--- config.mk ---
export PLATFORM = sky130hd
export DESIGN_NAME = eth_tx_sched
export DESIGN_NICKNAME = d
export VERILOG_FILES = /design/src/rtl/eth_pkg.sv /design/src/rtl/eth_tx_sched_ring.sv /design/src/rtl/eth_tx_sched.sv
export SDC_FILE = /design/constraint.sdc
export NUM_CORES = 1
export LEC_CHECK = 0
export CAP_MARGIN = 20
export CORE_UTILIZATION = 54
export CTS_CLUSTER_SIZE = 16
export DETAILED_ROUTE_END_ITERATION = 10
export GPL_TIMING_DRIVEN = 0
export PLACE_DENSITY = 0.81
export SLEW_MARGIN = 20
export SYNTH_ARGS = -nofsm -noshare
export SYNTH_HDL_FRONTEND = slang
export SYNTH_HIERARCHICAL = 1
export SYNTH_SLANG_ARGS = --single-unit
--- constraint.sdc ---
create_clock -name i_clk -period 4.3 [get_ports i_clk]
set_clock_uncertainty 0.2 [all_clocks]
set_input_delay 0.86 -clock i_clk [delete_from_list [all_inputs] [get_ports i_clk]]
set_output_delay 0.86 -clock i_clk [all_outputs]
set_load 0.1 [all_outputs]
--- src/rtl/eth_pkg.sv ---
// Shared types and constants for the Ethernet transmit scheduler: FSM states,
// the voice packet descriptor and default address / PDU sizing.
package eth_pkg;

  localparam int unsigned ETH_ADDR_WIDTH = 13;
  localparam int unsigned ETH_MAX_PDU    = 1500;
  localparam int unsigned ETH_CTL_LEN_W  = $clog2(ETH_MAX_PDU + 1);
  localparam int unsigned ETH_ID_W       = 8;

  typedef enum logic [1:0] {
    IDLE   = 2'd0,
    LAUNCH = 2'd1,
    WAIT   = 2'd2
  } tx_state_t;

  typedef struct packed {
    logic [ETH_ADDR_WIDTH-1:0] end_addr;
    logic [ETH_ID_W-1:0]       ident;
    logic [ETH_ID_W-1:0]       idx;
  } eth_desc_t;

endpackage

--- src/rtl/eth_tx_sched_ring.sv ---
// Descriptor ring for closed voice packets: power-of-two FIFO with
// registered full/empty flags and a combinational head view.
module eth_desc_ring
  import eth_pkg::*;
#(
  parameter int unsigned DESC_LOG2 = 2
) (
  input  logic      clk,
  input  logic      rst_n,
  input  logic      push,
  input  eth_desc_t push_desc,
  input  logic      pop,
  output logic      full,
  output logic      empty,
  output eth_desc_t head_c
);

  localparam int unsigned PTR_W = DESC_LOG2 + 1;
  localparam int unsigned DEPTH = 2 ** DESC_LOG2;

  logic [PTR_W-1:0] wptr, rptr;
  logic [PTR_W-1:0] wptr_d, rptr_d;
  logic             push_ok, pop_ok;
  eth_desc_t        mem [DEPTH];

  // A push against a full ring is dropped even when a pop retires a slot
  // in the same cycle, because only the registered flag is consulted.
  always_comb begin
    push_ok = push && !full;
    pop_ok  = pop && !empty;
    wptr_d  = wptr + PTR_W'(push_ok);
    rptr_d  = rptr + PTR_W'(pop_ok);
  end

  always_ff @(posedge clk) begin
    if (!rst_n) begin
      wptr  <= '0;
      rptr  <= '0;
      empty <= 1'b1;
      full  <= 1'b0;
    end else begin
      wptr  <= wptr_d;
      rptr  <= rptr_d;
      empty <= (wptr_d == rptr_d);
      full  <= (wptr_d == {~rptr_d[PTR_W-1], rptr_d[PTR_W-2:0]});
    end
  end

  always_ff @(posedge clk) begin
    if (push_ok) begin
      mem[wptr[PTR_W-2:0]] <= push_desc;
    end
  end

  assign head_c = mem[rptr[PTR_W-2:0]];

endmodule

--- src/rtl/eth_tx_sched.sv ---
// Transmit scheduler: alternates control replies with queued voice packets and
// hands one frame at a time to the transmitter. Optional send watchdog is
// enabled by defining ETH_TX_SCHED_TIMEOUT_EN.
module eth_tx_sched
  import eth_pkg::*;
#(
  parameter int unsigned ADDR_WIDTH     = ETH_ADDR_WIDTH,
  parameter int unsigned DESC_LOG2      = 2,
  parameter int unsigned TIMEOUT_CYCLES = 65535
) (
  input  logic                     i_clk,
  input  logic                     i_rst_n,
  input  logic                     i_push,
  input  logic [ADDR_WIDTH-1:0]    i_push_end,
  input  logic [15:0]              i_push_id,
  output logic                     o_full,
  output logic                     o_empty,
  input  logic                     i_ctl_req,
  input  logic [ETH_CTL_LEN_W-1:0] i_ctl_len,
  output logic                     o_ctl_gnt,
  output logic                     o_trig_send,
  output logic [ADDR_WIDTH-1:0]    o_data_st,
  output logic [ADDR_WIDTH-1:0]    o_data_end,
  output logic [ETH_ID_W-1:0]      o_pck_ident,
  output logic [ETH_ID_W-1:0]      o_pck_idx,
  output logic                     o_sel_ctl,
  input  logic                     i_send_over,
  output logic                     o_release,
  output logic                     o_timeout
);

  if (ADDR_WIDTH > ETH_ADDR_WIDTH || TIMEOUT_CYCLES == 0) begin : g_bad_cfg
    $error("eth_tx_sched: unsupported ADDR_WIDTH or TIMEOUT_CYCLES");
  end

  tx_state_t             state, state_d;
  logic [ADDR_WIDTH-1:0] start_addr, start_addr_d;
  logic                  last_ctl, last_ctl_d;
  logic                  trig_d, gnt_d, rel_d, sel_ctl_d;
  logic [ADDR_WIDTH-1:0] data_st_d, data_end_d;
  logic [ETH_ID_W-1:0]   ident_d, idx_d;
  logic                  pop;
  logic                  expire;
  logic                  frame_done;
  eth_desc_t             push_desc, head;

  assign push_desc = '{end_addr: ETH_ADDR_WIDTH'(i_push_end),
                       ident:    i_push_id[15:8],
                       idx:      i_push_id[7:0]};

  eth_desc_ring #(
    .DESC_LOG2 (DESC_LOG2)
  ) u_ring (
    .clk       (i_clk),
    .rst_n     (i_rst_n),
    .push      (i_push),
    .push_desc (push_desc),
    .pop       (pop),
    .full      (o_full),
    .empty     (o_empty),
    .head_c    (head)
  );

  assign frame_done = i_send_over || expire;

  // Next-state and launch/retire decisions.
  always_comb begin
    state_d      = state;
    start_addr_d = start_addr;
    last_ctl_d   = last_ctl;
    trig_d       = 1'b0;
    gnt_d        = 1'b0;
    rel_d        = 1'b0;
    pop          = 1'b0;
    data_st_d    = o_data_st;
    data_end_d   = o_data_end;
    ident_d      = o_pck_ident;
    idx_d        = o_pck_idx;
    sel_ctl_d    = o_sel_ctl;

    case (state)
      IDLE: begin
        // Control wins unless it also won last time and voice is waiting.
        if (i_ctl_req && (!last_ctl || o_empty)) begin
          data_st_d  = '0;
          data_end_d = ADDR_WIDTH'(i_ctl_len);
          ident_d    = '0;
          idx_d      = '0;
          sel_ctl_d  = 1'b1;
          gnt_d      = 1'b1;
          trig_d     = 1'b1;
          last_ctl_d = 1'b1;
          state_d    = LAUNCH;
        end else if (!o_empty) begin
          data_st_d  = start_addr;
          data_end_d = ADDR_WIDTH'(head.end_addr);
          ident_d    = head.ident;
          idx_d      = head.idx;
          sel_ctl_d  = 1'b0;
          trig_d     = 1'b1;
          last_ctl_d = 1'b0;
          state_d    = LAUNCH;
        end
      end
      LAUNCH: begin
        state_d = WAIT;
      end
      WAIT: begin
        if (frame_done) begin
          state_d = IDLE;
          if (!o_sel_ctl) begin
            pop          = 1'b1;
            start_addr_d = o_data_end;
            rel_d        = 1'b1;
          end
        end
      end
      default: begin
        state_d = IDLE;
      end
    endcase
  end

  always_ff @(posedge i_clk) begin
    if (!i_rst_n) begin
      state       <= IDLE;
      start_addr  <= '0;
      last_ctl    <= 1'b0;
      o_trig_send <= 1'b0;
      o_ctl_gnt   <= 1'b0;
      o_release   <= 1'b0;
      o_data_st   <= '0;
      o_data_end  <= '0;
      o_pck_ident <= '0;
      o_pck_idx   <= '0;
      o_sel_ctl   <= 1'b0;
    end else begin
      state       <= state_d;
      start_addr  <= start_addr_d;
      last_ctl    <= last_ctl_d;
      o_trig_send <= trig_d;
      o_ctl_gnt   <= gnt_d;
      o_release   <= rel_d;
      o_data_st   <= data_st_d;
      o_data_end  <= data_end_d;
      o_pck_ident <= ident_d;
      o_pck_idx   <= idx_d;
      o_sel_ctl   <= sel_ctl_d;
    end
  end

`ifdef ETH_TX_SCHED_TIMEOUT_EN
  localparam int unsigned WD_W = (TIMEOUT_CYCLES > 1) ? $clog2(TIMEOUT_CYCLES) : 1;

  logic [WD_W-1:0] wd_cnt;

  // Counter holds the number of completed WAIT cycles; expiry on the last one.
  assign expire = (state == WAIT) && (wd_cnt == WD_W'(TIMEOUT_CYCLES - 1));

  always_ff @(posedge i_clk) begin
    if (!i_rst_n) begin
      wd_cnt    <= '0;
      o_timeout <= 1'b0;
    end else begin
      wd_cnt    <= (state == WAIT && state_d == WAIT) ? wd_cnt + WD_W'(1) : '0;
      o_timeout <= expire && !i_send_over;
    end
  end
`else
  assign expire    = 1'b0;
  assign o_timeout = 1'b0;
`endif

endmodule

# --- Yosys cells after proc, flatten, opt, wreduce, memory -nomap -nowiden ---
# Memory sizes are Yosys's and may differ from the RTL's. A register that Yosys moved wholly into a read port is not among the register bits.
# Cells that the tools add are included.
op_classes:
  eq_ne: 7
  n_mux: 23
  reduce_logical: 12
  add_sub_neg: 2
  bitwise: 2
op_table:
  columns: ["cell", "count"]
  rows:
  - ["2-to-1 mux 13 bit", 4]
  - ["2-to-1 mux 8 bit", 4]
  - ["2-to-1 mux 1 bit", 10]
  - ["2-to-1 mux 2 bit", 4]
  - ["adder 3 x 1 -> 3 bit", 2]
  - ["== test 3 bit", 2]
  - ["one-hot mux 2 bit (3 select lines)", 1]
  - ["AND reduction 2 bit", 3]
  - ["!= test 2 bit, second input constant", 2]
  - ["logical AND 1 bit", 3]
  - ["logical NOT 1 bit", 3]
  - ["!= test 3 bit, second input constant", 1]
  - ["AND reduction 3 bit", 1]
  - ["== test 2 x 1 -> 1 bit, second input constant", 1]
  - ["== test 2 bit, second input constant", 1]
  - ["logical NOT 2 bit", 1]
  - ["NOT 1 bit", 2]
  - ["logical OR 1 bit", 1]
word_totals:
  inputBits: 45
  wordCells: 61
  register_bits: 69
  mem_count: 1
  mem_bits_rw: 116
mem_list:
  columns: ["name", "words", "word_bits", "read_ports", "rd_ports_with_merged_regs", "write_ports", "line_no", "text"]
  rows:
  - ["u_ring.mem", 4, 29, 1, 1, 1, "eth_tx_sched_ring.sv:24", "eth_desc_t mem [DEPTH];"]

# --- Longest topological paths before layout ---
depth:
  depth_word: 7
  ltp_mapped: 9
  mapped_depth_nobuf: 8

# --- Hierarchy ---
# The synthesis kept the hierarchy.
by_module_without_submodules:
  columns: ["mod", "cells_per_inst", "area_each_um2", "seq_area_each_um2", "n_inst"]
  rows:
  - ["eth_desc_ring", 184, 4544.4, 3643.5, 1]
  - ["eth_tx_sched", 217, 2228.4, 1221.2, 1]

# --- Worst setup path after synthesis ---
# No wires, ideal clock.
synth_path:
  kind: "input -> register"
  from: "in i_push"
  to: "mem u_ring/mem[0][0] (netlist bit), enable pin"
  t_arrival_ns: 3.297
  path_buffers: 0
  stages: 2
  setup_ns: 0.457
  path_slack_ns: 0.345
  path_cell_list: "nor2b_1 > nor3b_1"
synth_via:
  elab_chain_len: 3
synth_rtl:
  columns: ["element", "line_no", "text"]
  rows:
  - ["start, declared", "eth_tx_sched.sv:13", "input logic i_push,"]
  - ["logical AND 1 bit", "eth_tx_sched_ring.sv:29", "push_ok = push && !full;"]
  - ["2-to-1 mux 1 bit", "eth_tx_sched_ring.sv:50", "if (push_ok) begin"]
  - ["2-to-1 mux 1 bit (implied by the code)", "eth_tx_sched_ring.sv:51", "mem[wptr[PTR_W-2:0]] <= push_desc;"]
  - ["end, declared", "eth_tx_sched_ring.sv:24", null]
# No other way between the ends.

# --- Final worst setup path ---
layout_path:
  from: "reg u_ring.empty"
  to: "out o_empty"
layout_lines:
  columns: ["element", "line_no", "text"]
  rows:
  - ["start, declared", "eth_tx_sched_ring.sv:14", "output logic empty,"]
  - ["start signal, assigned", "eth_tx_sched_ring.sv:44", "empty <= (wptr_d == rptr_d);"]
  - ["end, declared", "eth_tx_sched.sv:17", "output logic o_empty,"]
# No word-level cell between the ends.

==> impl_metrics.ini <==
[timing]
setup_viol = 0
slew_headroom = 0.320
period_share = 0.728
tightestPinTransition_ns = 1.02
fin_tns_setup_ns = 0
report.final.slew_viol_count = 0
min_period_ns = 3.13
fmax_mhz = 320
rsz0062_at_grt = false
hold_viol_final = 0

[final_layout]
stdcell_count = 700
drive_above_1_share = 0.160
area_growth_pct = 28.0
fin_util = 0.716
antennaDiodeCount = 0
fin_area_sq_um = 8670
layout.nets = 568

[detailed_routing]
routedWlPerCell_um = 18.9
num_vias = 3848
first_pass_iters = 4
drc = 0
ant_nets = 0
vias_per_cell = 5.50
wirelength_um = 13300
drt-initial-drc-count = 299

[cts]
cts_tree = done
htreeDepth = 4
clock_sinks = 185
hold_buffers = 0
cts_resized = 0
root_buffer = clkbuf_16
cts_buffer_depth = 2
cts_setup_buffers = 0
clk_pin_slew_worst_paths_ns = 0.07
clock_latency_ns = 0.42
cts_buffers = 17

[critical_path]
crit_family = buffers and inverters
cpPeakStageDelay_ns = 1.19
end_kind = output pin
slowest_stage = clkdlybuf4s50_1
start_kind = flip-flop
cp_max_fo = 6
rrSetupSlack_ns = 1.76
cp.arrival_ns = 2.07
worstSetupPathType = reg2out
path_buf_inv = 1
worst_ep_required_time_ns = 3.24
cp_cell_sequence = clkdlybuf4s50_1

[yosys]
synthArstFlopShare = 0
yosys.area.top_type_share = 0.514
yosysUniqueCellTypes = 36
yosysSeqAreaShare = 0.718
ys.flop_type = edfxtp_1
netlist_top_cells_count = edfxtp_1, dfxtp_1, a22o_1
synth_edf_count = 116
synth_area_leaders = edfxtp_1, dfxtp_1, mux4_2, a22o_1, o311a_1
yosysWarnings = 6
synth_area_leader_cell = edfxtp_1
avgSynthCellArea_sq_um = 16.9
netlist_area_sq_um = 6770
yosysMostFrequentCell = edfxtp_1
synthCells = 401
ys_seq_elements = 185
synthesis.nets = 450

[placement]
dp_hpwl_um = 9160
dpl_cell_area_sq_um = 8020
io_buffer_count = 92
dp_cells = 668
place.gp.congestion = 0.846

[die]
die_x_um = 114
dieArea_sq_um = 13000
core_area_sq_um = 12100
io_pins = 94
initial_utilization = 0.559
die_h_um = 114
rows = 40

[global_route]
antenna_found_initial = 0
grt_pass1_vias = 3961
grt_first_pass_wirelength_um = 21300
grtUsageTotal = 0.227
met2_usage = 0.368
overflow = 0
busiest_layer = met2
grt_max_degree = 29
grtUsageMet3 = 0.0595
use_met1 = 0.284

[power_and_ir_drop]
ir_worst_vdd_mv = 0.289
power.density_nw_per_um2 = 493
leakage_nw = 3.01

[min_path]
hold_class = reg2reg

[run_status]
outcome = complete, no violations

[job]
drv_cap = 0
[cell usage in the layout (no fill, tap or decap), drive strengths merged, types with 2 or more instances in the layout]
| master | instances |
|---|---|
| xnor2 | 4 |
| o21bai | 11 |
| nand2 | 29 |
| edfxtp | 116 |
| and2 | 5 |
| o311a | 11 |
| nor2 | 6 |
| dfxtp | 69 |
| clkinv | 4 |
| mux4 | 29 |
| nor2b | 5 |
| buf | 19 |
| nand2b | 2 |
| o21ai | 2 |
| clkbuf | 31 |
| ha | 4 |
| or2 | 2 |
| clkinvlp | 3 |
| inv | 5 |
| and3 | 12 |
| clkdlybuf4s50 | 92 |
| bufinv | 5 |
| a22o | 31 |
| a21oi | 14 |
| a21boi | 11 |
[through the flow]
| stage | setup slack (ns) | hold WS, ns | power (mW) |
|---|---|---|---|
| after detailed placement | 0.828 | 0.253 | 2.64 |
| after global routing | 1.13 | 0.281 | 4.42 |
| final | 1.17 | 0.263 | 4.28 |
| after global placement | -1.83 | 0.246 | 2.61 |
| after CTS | 1.15 | 0.262 | 4.31 |
| after floorplan | 0.345 | 0.236 | 2.45 |
[layout make-up]
type | instances | area (sq um)
buffer | 26 | 151
timing repair buffer | 99 | 1020
fill | 767 | 3440
inverter | 2 | 7.51
sequential | 185 | 4860
clock buffer | 17 | 425
tap | 168 | 210
multi-input combinational | 188 | 1760
clock inverter | 15 | 223
[state kept, by name, summed over array words and instances, names as in the netlist]
register,flops
u_ring/rptr,3
o_trig_send,1
o_pck_idx,8
o_ctl_gnt,1
u_ring/mem,116
u_ring/full,1
o_release,1
o_pck_ident,8
o_data_st,13
last_ctl,1
o_data_end,13
state,2
u_ring/wptr,3
start_addr,13
u_ring/empty,1
[kinds of logic after synthesis]
family                     count (synthesis)  synth area share
buffers and inverters                     28            0.0235
adders and majority gates                  4           0.00739
and+or+nand+nor                           67            0.0517
AOI/OAI and AO/OA                         81            0.0937
DFF                                      185             0.718
xor gates and xnor gates                   5           0.00647
other                                      1          0.000554
muxes                                     30            0.0985
[where the power goes]
part / internal (mW) / leakage, nW / total, mW / switching (mW)
Sequential: 1.98 / 1.63 / 2.03 / 0.0486
Clock: 1.03 / 0.310 / 1.67 / 0.639
Combinational: 0.192 / 1.08 / 0.578 / 0.386
[final timing paths]
kind	startpoint	endpoint	depth (start not counted)
setup / recovery	u_ring/empty$_SDFF_PN1_	o_empty	1
hold / removal	start_addr[10]$_SDFFE_PN0P_	start_addr[10]$_SDFFE_PN0P_	2
hold reg to reg	start_addr[10]$_SDFFE_PN0P_	start_addr[10]$_SDFFE_PN0P_	2
setup reg to reg	last_ctl$_SDFFE_PN0P_	u_ring/full$_SDFF_PN0_	9
[metal layers]
metal	up-vias	share of wire
met5	-	0
met1	1876	0.41
li1	1816	-
met2	137	0.51
met4	0	0.018
met3	19	0.060
No activity file was read; power rests on OpenSTA's default activity.
